### config.mk
export PLATFORM = sky130hd
export DESIGN_NAME = trng_pool_flat
export DESIGN_NICKNAME = d
export VERILOG_FILES = /design/src/rtl/trng_pool_if.sv /design/src/rtl/trng_pool.sv /design/src/flat_wrapper.sv
export SDC_FILE = /design/constraint.sdc
export NUM_CORES = 1
export LEC_CHECK = 0
export ABC_CLOCK_PERIOD_IN_PS = 4300
export BUFFER_PORTS_ARGS = -buffer_cell sky130_fd_sc_hd__buf_2
export CAP_MARGIN = 40
export CORE_MARGIN = 8
export CORE_UTILIZATION = 52
export DETAILED_ROUTE_END_ITERATION = 7
export PLACE_DENSITY = 0.7
export SLEW_MARGIN = 5
export SYNTH_ARGS = -nofsm -noshare
export SYNTH_HDL_FRONTEND = slang
export SYNTH_SLANG_ARGS = --single-unit
### constraint.sdc
create_clock -name clk -period 4.3 [get_ports clk]
set_input_delay 0.86 -clock clk [delete_from_list [all_inputs] [get_ports clk]]
set_output_delay 0.86 -clock clk [all_outputs]
set_load 0.03 [all_outputs]
### src/rtl/trng_pool_if.sv
// trng_pool_if: raw TRNG word handshake plus packed-word ready/valid port.
// master = the entropy pool, slave = the environment (TRNG source and consumer).
interface trng_pool_if #(
  parameter int TRNG_WIDTH = 8,
  parameter int OUT_WIDTH  = 32
);
  logic [TRNG_WIDTH-1:0] trng_word;
  logic                  trng_valid;
  logic                  trng_req;
  logic [OUT_WIDTH-1:0]  out_data;
  logic                  out_valid;
  logic                  out_ready;

  modport master (
    input  trng_word, trng_valid, out_ready,
    output trng_req, out_data, out_valid
  );

  modport slave (
    output trng_word, trng_valid, out_ready,
    input  trng_req, out_data, out_valid
  );
endinterface

### src/rtl/trng_pool.sv
// trng_pool: packs TRNG_WIDTH-bit raw entropy words little-endian into
// OUT_WIDTH-bit words, buffers them in a first-word-fall-through FIFO and
// hands them out over ready/valid. Supports synchronous flush.
// Optional repetition-count health test enabled by defining TRNG_POOL_HEALTH_EN;
// without it health_fail is tied low.
module trng_pool #(
  parameter int TRNG_WIDTH = 8,
  parameter int OUT_WIDTH  = 32,
  parameter int FIFO_DEPTH = 4,
  parameter int REP_LIMIT  = 16
) (
  input  logic                          clk,
  input  logic                          resetn,
  trng_pool_if.master                   bus,
  input  logic                          flush,
  output logic [$clog2(FIFO_DEPTH):0]   level,
  output logic                          health_fail
);

  localparam int K  = OUT_WIDTH / TRNG_WIDTH;
  localparam int CW = (K > 1) ? $clog2(K) : 1;
  localparam int AW = $clog2(FIFO_DEPTH);
  localparam int LW = AW + 1;

  // Elaboration-time parameter sanity
  if ((OUT_WIDTH % TRNG_WIDTH) != 0 || OUT_WIDTH < TRNG_WIDTH) begin : g_bad_width
    $error("trng_pool: OUT_WIDTH must be a positive multiple of TRNG_WIDTH");
  end
  if (FIFO_DEPTH < 2 || (FIFO_DEPTH & (FIFO_DEPTH - 1)) != 0) begin : g_bad_depth
    $error("trng_pool: FIFO_DEPTH must be a power of two >= 2");
  end
  if (REP_LIMIT < 2) begin : g_bad_rep
    $error("trng_pool: REP_LIMIT must be >= 2");
  end

  logic [OUT_WIDTH-1:0]  mem [FIFO_DEPTH];
  logic [AW-1:0]         wr_ptr;
  logic [AW-1:0]         rd_ptr;
  logic [LW-1:0]         lvl;
  logic [CW-1:0]         cnt;
  logic [OUT_WIDTH-1:0]  pack;
  logic [OUT_WIDTH-1:0]  pack_nxt;
  logic                  req_en;
  logic                  hf;
  logic                  full;
  logic                  empty;
  logic                  accept;
  logic                  rep_trip;
  logic                  take;
  logic                  push;
  logic                  pop;

  // trng_req depends only on registered state and flush; req_en holds it low
  // until the first edge after reset release.
  assign full         = (lvl == LW'(FIFO_DEPTH));
  assign empty        = (lvl == '0);
  assign bus.trng_req = req_en && !full && !flush && !hf;
  assign accept       = bus.trng_req && bus.trng_valid;
  assign take         = accept && !rep_trip;
  assign push         = take && (cnt == CW'(K - 1));
  assign pop          = !empty && bus.out_ready && !flush;

  assign bus.out_valid = !empty;
  assign bus.out_data  = empty ? '0 : mem[rd_ptr];
  assign level         = lvl;
  assign health_fail   = hf;

  // Insert the incoming raw word into its little-endian slot of the pack
  always_comb begin
    pack_nxt = pack;
    pack_nxt[int'(cnt) * TRNG_WIDTH +: TRNG_WIDTH] = bus.trng_word;
  end

  // Pack counter, FIFO pointers and occupancy; flush overrides push and pop
  always_ff @(posedge clk or negedge resetn) begin
    if (!resetn) begin
      req_en <= 1'b0;
      lvl    <= '0;
      wr_ptr <= '0;
      rd_ptr <= '0;
      cnt    <= '0;
      pack   <= '0;
    end else begin
      req_en <= 1'b1;
      if (flush) begin
        lvl    <= '0;
        wr_ptr <= '0;
        rd_ptr <= '0;
        cnt    <= '0;
        pack   <= '0;
      end else begin
        if (push) wr_ptr <= wr_ptr + AW'(1);
        if (pop)  rd_ptr <= rd_ptr + AW'(1);
        case ({push, pop})
          2'b10:   lvl <= lvl + LW'(1);
          2'b01:   lvl <= lvl - LW'(1);
          default: lvl <= lvl;
        endcase
        if (rep_trip) begin
          cnt <= '0;
        end else if (take) begin
          pack <= pack_nxt;
          cnt  <= push ? '0 : cnt + CW'(1);
        end
      end
    end
  end

  // FIFO storage: completed pack written at the tail
  always_ff @(posedge clk) begin
    if (push) mem[wr_ptr] <= pack_nxt;
  end

`ifdef TRNG_POOL_HEALTH_EN
  localparam int RW = $clog2(REP_LIMIT + 1);

  logic [TRNG_WIDTH-1:0] prev_word;
  logic [RW-1:0]         run_cnt;
  logic [RW-1:0]         run_nxt;

  // run_cnt==0 means no previous word since reset/flush
  always_comb begin
    run_nxt  = ((run_cnt != '0) && (bus.trng_word == prev_word)) ? run_cnt + RW'(1) : RW'(1);
    rep_trip = accept && (run_nxt == RW'(REP_LIMIT));
  end

  // Run length and sticky failure flag; flush re-arms the test
  always_ff @(posedge clk or negedge resetn) begin
    if (!resetn) begin
      run_cnt <= '0;
      hf      <= 1'b0;
    end else if (flush) begin
      run_cnt <= '0;
      hf      <= 1'b0;
    end else if (accept) begin
      run_cnt <= run_nxt;
      if (rep_trip) hf <= 1'b1;
    end
  end

  // Last accepted raw word, reference for the repetition compare
  always_ff @(posedge clk) begin
    if (accept) prev_word <= bus.trng_word;
  end
`else
  assign rep_trip = 1'b0;
  assign hf       = 1'b0;
`endif

endmodule

### src/flat_wrapper.sv
// flat-port wrapper written by rule: the top's interface ports become plain ports
module trng_pool_flat 
#(
  parameter int TRNG_WIDTH = 8,
  parameter int OUT_WIDTH  = 32,
  parameter int FIFO_DEPTH = 4,
  parameter int REP_LIMIT  = 16
)
  (clk, resetn, flush, level, health_fail, bus_trng_word, bus_trng_valid, bus_out_ready, bus_trng_req, bus_out_data, bus_out_valid);
  trng_pool_if #(.TRNG_WIDTH(TRNG_WIDTH), .OUT_WIDTH(OUT_WIDTH)) bus_i ();
  input  logic clk;
  input  logic resetn;
  input  logic flush;
  output logic [$clog2(FIFO_DEPTH):0] level;
  output logic health_fail;
  input wire logic [$bits(bus_i.trng_word)-1:0] bus_trng_word;
  input wire logic [$bits(bus_i.trng_valid)-1:0] bus_trng_valid;
  input wire logic [$bits(bus_i.out_ready)-1:0] bus_out_ready;
  output wire logic [$bits(bus_i.trng_req)-1:0] bus_trng_req;
  output wire logic [$bits(bus_i.out_data)-1:0] bus_out_data;
  output wire logic [$bits(bus_i.out_valid)-1:0] bus_out_valid;
  assign bus_i.trng_word = bus_trng_word;
  assign bus_i.trng_valid = bus_trng_valid;
  assign bus_i.out_ready = bus_out_ready;
  assign bus_trng_req = bus_i.trng_req;
  assign bus_out_data = bus_i.out_data;
  assign bus_out_valid = bus_i.out_valid;
  trng_pool #(.TRNG_WIDTH(TRNG_WIDTH), .OUT_WIDTH(OUT_WIDTH), .FIFO_DEPTH(FIFO_DEPTH), .REP_LIMIT(REP_LIMIT)) u_core (.clk(clk), .resetn(resetn), .bus(bus_i), .flush(flush), .level(level), .health_fail(health_fail));
endmodule
==> results.md <==
Drt:
- Dividing the detail-routed wire length by the instance count gives 20.1 µm.
- After detailed routing, the total wire length is approximately 14000 µm.
- The detail route stage leaves a number of antenna-violating nets equal to 0.
- The average vias per placed instance is roughly 5.7.
- The post-detailed-route DRC marker count is 0.
- The routed layout has 4107 vias.
- The first-pass detailed-route iteration total is 4.
- The starting DRC count in detailed routing is 258.

Yosys:
- Yosys mapped the design onto 47 distinct sky130hd cell types.
- The number of enable flip-flop cells after synthesis is 128.
- After synthesis, the share of flip-flops with an asynchronous set or reset is 24.7%.
- The post-synthesis share of cell area spent on and, or, nand and nor gates is 8.16%.
- The Yosys step of the flow raised 0 warnings.
- Sequential elements use 66.9% of the synthesized area.
- The proportion of synthesized area in mux cells is 10.6%.
- The area of the mapped netlist is between 7000 and 8000 µm².
- Synthesis produced a netlist whose cell count is 473.
- The number of nets in the synthesized netlist is roughly 500.
- The largest family of logic cells by synthesized area is multiplexers.
- The compound-cell area share of the yosys netlist is 8.07%.
- Summing the areas of all xor and xnor instances in the mapped netlist gives 0.598% of the synthesized area.
- The most common flop cell mapped by yosys is sky130_fd_sc_hd__edfxtp_1.
- Counting flops and latches in the post-synthesis netlist gives 170.
- After Yosys synthesis, full adders, half adders and majority gates account for 1.81% of the synthesized area.
- The mean post-synth cell area is around 15 µm².

Global route:
- The largest net degree at the start of global routing is 38.
- The global-route wire length before repair is 23400 µm.
- The via count of the first global-routing pass is 4298.
- Summed over all layers, the global routing overflow is 0.
- The overall routing resource usage is 17.0%.
- The initial antenna violation count is 0.

Final layout:
- The final layout contains between 500 and 600 nets.
- The number of diodes added for antenna fixing is 0.
- At the end of the flow the core is filled with cells to about three fifths.
- The layout overhead on the synthesized area is 14.3%.
- The number of fill cells is between 1k and 1.5k.
- Of the cells placed in the final design, the portion with a size suffix greater than 1 is a little over a quarter.

Timing:
- The final period demand of the worst path is 3.17 ns.
- The worst-case headroom to the max-slew limit is 55.1%.
- Setup repair after global routing left no endpoint under its margin.
- The worst setup margin is 1.13 ns.
- The max-slew violation count was 0.
- The count of final setup violators is 0.
- The share of the clock period used by the worst path is 73.7%.
- At the pin with the least slew margin, the transition time is around 0.67 ns.
- The count of endpoints failing hold in the final timing report is 0.
- Summed over all failing endpoints, the final setup total negative slack is 0 ns.
- The clock arrives with between 0.008 and 0.009 ns of skew.
- Derived from the worst setup path, the maximum achievable clock frequency is 316 MHz.

Placement:
- After legalization and detailed placement, the total HPWL measured a little under 9000 µm.
- The count of buffers added on input and output ports is 49.
- At the end of routability-driven placement, the weighted congestion stood at 0.787.
- The setup slack after placement is 1.47 ns.

Clocking:
- The number of resized instances in the post-cts repair step is 0.
- The clock tree from TritonCTS is done.
- Clock tree synthesis inserted a total of 17 buffers.
- CTS placed an instance of sky130_fd_sc_hd__clkbuf_16 at the clock tree root.
- After clock tree synthesis, the clock-pin slew on the worst setup and hold paths is 0.06 ns.
- The later pin in the worst-skew pair is clocked with a latency of 0.41 ns.
- The H-tree was split into 4 levels.
- Buffers inserted to repair hold after CTS numbered 0.
- In this run the post-CTS setup repair buffer count came out at 0.
- The clock sink count is 170.
- The maximum count of clock buffers along a single path is 2.

Power and ir drop:
- The share of total power dissipated in sequential elements is 52.2%.
- The peak supply drop is around 230 µV.
- The power spent charging and discharging nets is 0.684 mW.
- In this run the power density over the cells is 406 nW/µm².
- The proportion of power drawn by combinational gates is 2.8%.
- The static leakage power is 3.18 nW.
- The internal portion of the total power is 2.71 mW.
- Net switching is 20.2% of the power.
- The relative contribution of the clock network to total power is 45.0%.

Floorplan:
- The row count is 43.
- The total die area is 18100 µm².
- The initial utilization of the core area, before any placement, comes to 52.9%.
- The horizontal extent of the die is 135 µm.
- The floorplan die height is 135 µm.
- The total area inside the core boundary comes to 13800 µm².
- Pin placement for this block handled 51 I/O pins.

Worst setup path:
- The count of buffering cells on the critical path with inverters included is 2.
- The setup path with the least slack is of type reg2out.
- The kind of start point of the critical path is a flop.
- The maximum fanout encountered on the critical timing path is 18.
- Grouping stages by cell kind, the critical path spends the most delay in flip-flops.
- On the worst path, the slowest cell contributes a delay of between 0.7 and 0.8 ns.
- Data on the critical path arrives at its endpoint at 2.31 ns.
- The signal on the critical path passes through buf_12 -> mux4_2 -> and2_1 -> buf_2.
- The required time of the critical path is 3.44 ns.
- The cell with the biggest individual delay on the critical path is sky130_fd_sc_hd__dfrtp_2.
- STA classifies the critical path endpoint as a primary output.

Status:
- The flow ran to the end, and the final reports show no timing, DRC or antenna violations.

Flow run:
- The number of maximum-capacitance constraint violations is 0.

Hold path:
- The type of the tightest min-delay check is in2async.
## cell usage after synthesis (all sizes together) (11+ instances only)
master | number | area [µm²]
nand2 | 29 | 116
dfrtp | 42 | 1050
nor2 | 14 | 55.1
a21oi | 11 | 92.6
buf | 19 | 116
clkbuf | 13 | 48.8
a22o | 29 | 254
and2 | 33 | 209
mux4 | 32 | 721
inv | 30 | 113
edfxtp | 128 | 3840
o21ai | 26 | 130
## cells in the final DEF, fill, tap and decap left out, types with 3 or more instances in the layout
master,instances
sky130_fd_sc_hd__a211oi_1,3
sky130_fd_sc_hd__a21oi_1,7
sky130_fd_sc_hd__a21oi_4,3
sky130_fd_sc_hd__a221oi_1,3
sky130_fd_sc_hd__a22o_1,29
sky130_fd_sc_hd__a22oi_1,3
sky130_fd_sc_hd__and2_1,32
sky130_fd_sc_hd__and3_1,6
sky130_fd_sc_hd__buf_2,49
sky130_fd_sc_hd__buf_4,10
sky130_fd_sc_hd__bufinv_16,3
sky130_fd_sc_hd__clkbuf_16,17
sky130_fd_sc_hd__clkinv_2,4
sky130_fd_sc_hd__dfrtp_1,41
sky130_fd_sc_hd__edfxtp_1,128
sky130_fd_sc_hd__ha_1,9
sky130_fd_sc_hd__inv_1,30
sky130_fd_sc_hd__inv_6,3
sky130_fd_sc_hd__mux2_2,3
sky130_fd_sc_hd__mux4_2,32
sky130_fd_sc_hd__nand2_1,28
sky130_fd_sc_hd__nand2b_1,4
sky130_fd_sc_hd__nand3_1,4
sky130_fd_sc_hd__nor2_1,13
sky130_fd_sc_hd__nor4bb_1,3
sky130_fd_sc_hd__o21ai_0,26
sky130_fd_sc_hd__xor2_1,4
## metrics by stage
step	instances	hold WS (ns)	total power [mW]	area, µm²
4_1_cts	715	0.256	3.42	8370
2_1_floorplan	473	0.466	1.86	7320
3_5_place_dp	683	0.483	1.90	7770
5_1_grt	715	0.266	3.49	8370
3_3_place_gp	681	0.484	1.90	7720
6_report	715	0.268	3.39	8370
## worst paths after layout
kind | startpoint | end | slack, ns | depth (start not counted)
max | u_core.rd_ptr[0]$_DFFE_PN0P_ | bus_out_data[12] | 1.13 | 4
max in group asynchronous | resetn | u_core.cnt[1]$_DFFE_PN0P_ | 3.59 | 2
min reg2reg | u_core.pack[11]$_DFFE_PN0P_ | u_core.pack[11]$_DFFE_PN0P_ | 0.50 | 1
min in group clk | u_core.pack[11]$_DFFE_PN0P_ | u_core.pack[11]$_DFFE_PN0P_ | 0.50 | 1
min | resetn | u_core.level[2]$_DFFE_PN0P_ | 0.27 | 1
max reg2reg | u_core.cnt[0]$_DFFE_PN0P_ | u_core.level[2]$_DFFE_PN0P_ | 1.97 | 7
## registers in the layout, summed over array words and instances, names as in the netlist
signal and flops:
u_core.level 3, u_core.wr_ptr 2, u_core.rd_ptr 2, u_core.pack 32, u_core.cnt 2, u_core.req_en 1, u_core.mem 128
## power by group through the flow
stage | Clock [mW] | Sequential, mW | Combinational, mW
after CTS | 1.55 | 1.77 | 0.0950
after global placement | 0 | 1.81 | 0.0900
after global routing | 1.61 | 1.77 | 0.106
after floorplan | 0 | 1.80 | 0.0584
final | 1.53 | 1.77 | 0.0956
after detailed placement | 0 | 1.81 | 0.0949
## kinds of logic (layout without fill, tap and decap cells)
logic type      count (synthesis)  after routing
other cells                     2              2
fa+ha+maj                      10             10
flops                         170            170
xor+xnor                        5              5
mux                            37             37
buf+inv                        62            124
simple gates                  106            106
compound gates                 81             81
## cell type report
type	count	area [µm²]	share of cell area, %
clock buffers	17	425	5.09
well taps	180	225	2.69
multi-input cells	241	2150	25.7
flip-flops and latches	170	4900	58.5
clock inverters	15	173	2.06
repair buffers	62	388	4.64
inverters	30	113	1.35
## per-layer routing
metal / wire (µm) / vias to the layer above / global-route usage, % / share of wire (%)
li1: - / 1865 / - / -
met1: 6190 / 2093 / 21.7 / 43
met2: 7200 / 132 / 27.3 / 50
met3: 699 / 17 / 3.31 / 4.9
met4: 251 / 0 / 8.17 / 1.8
met5: 0 / - / 0 / 0
Note: power is estimated with default switching activity, not from simulation.
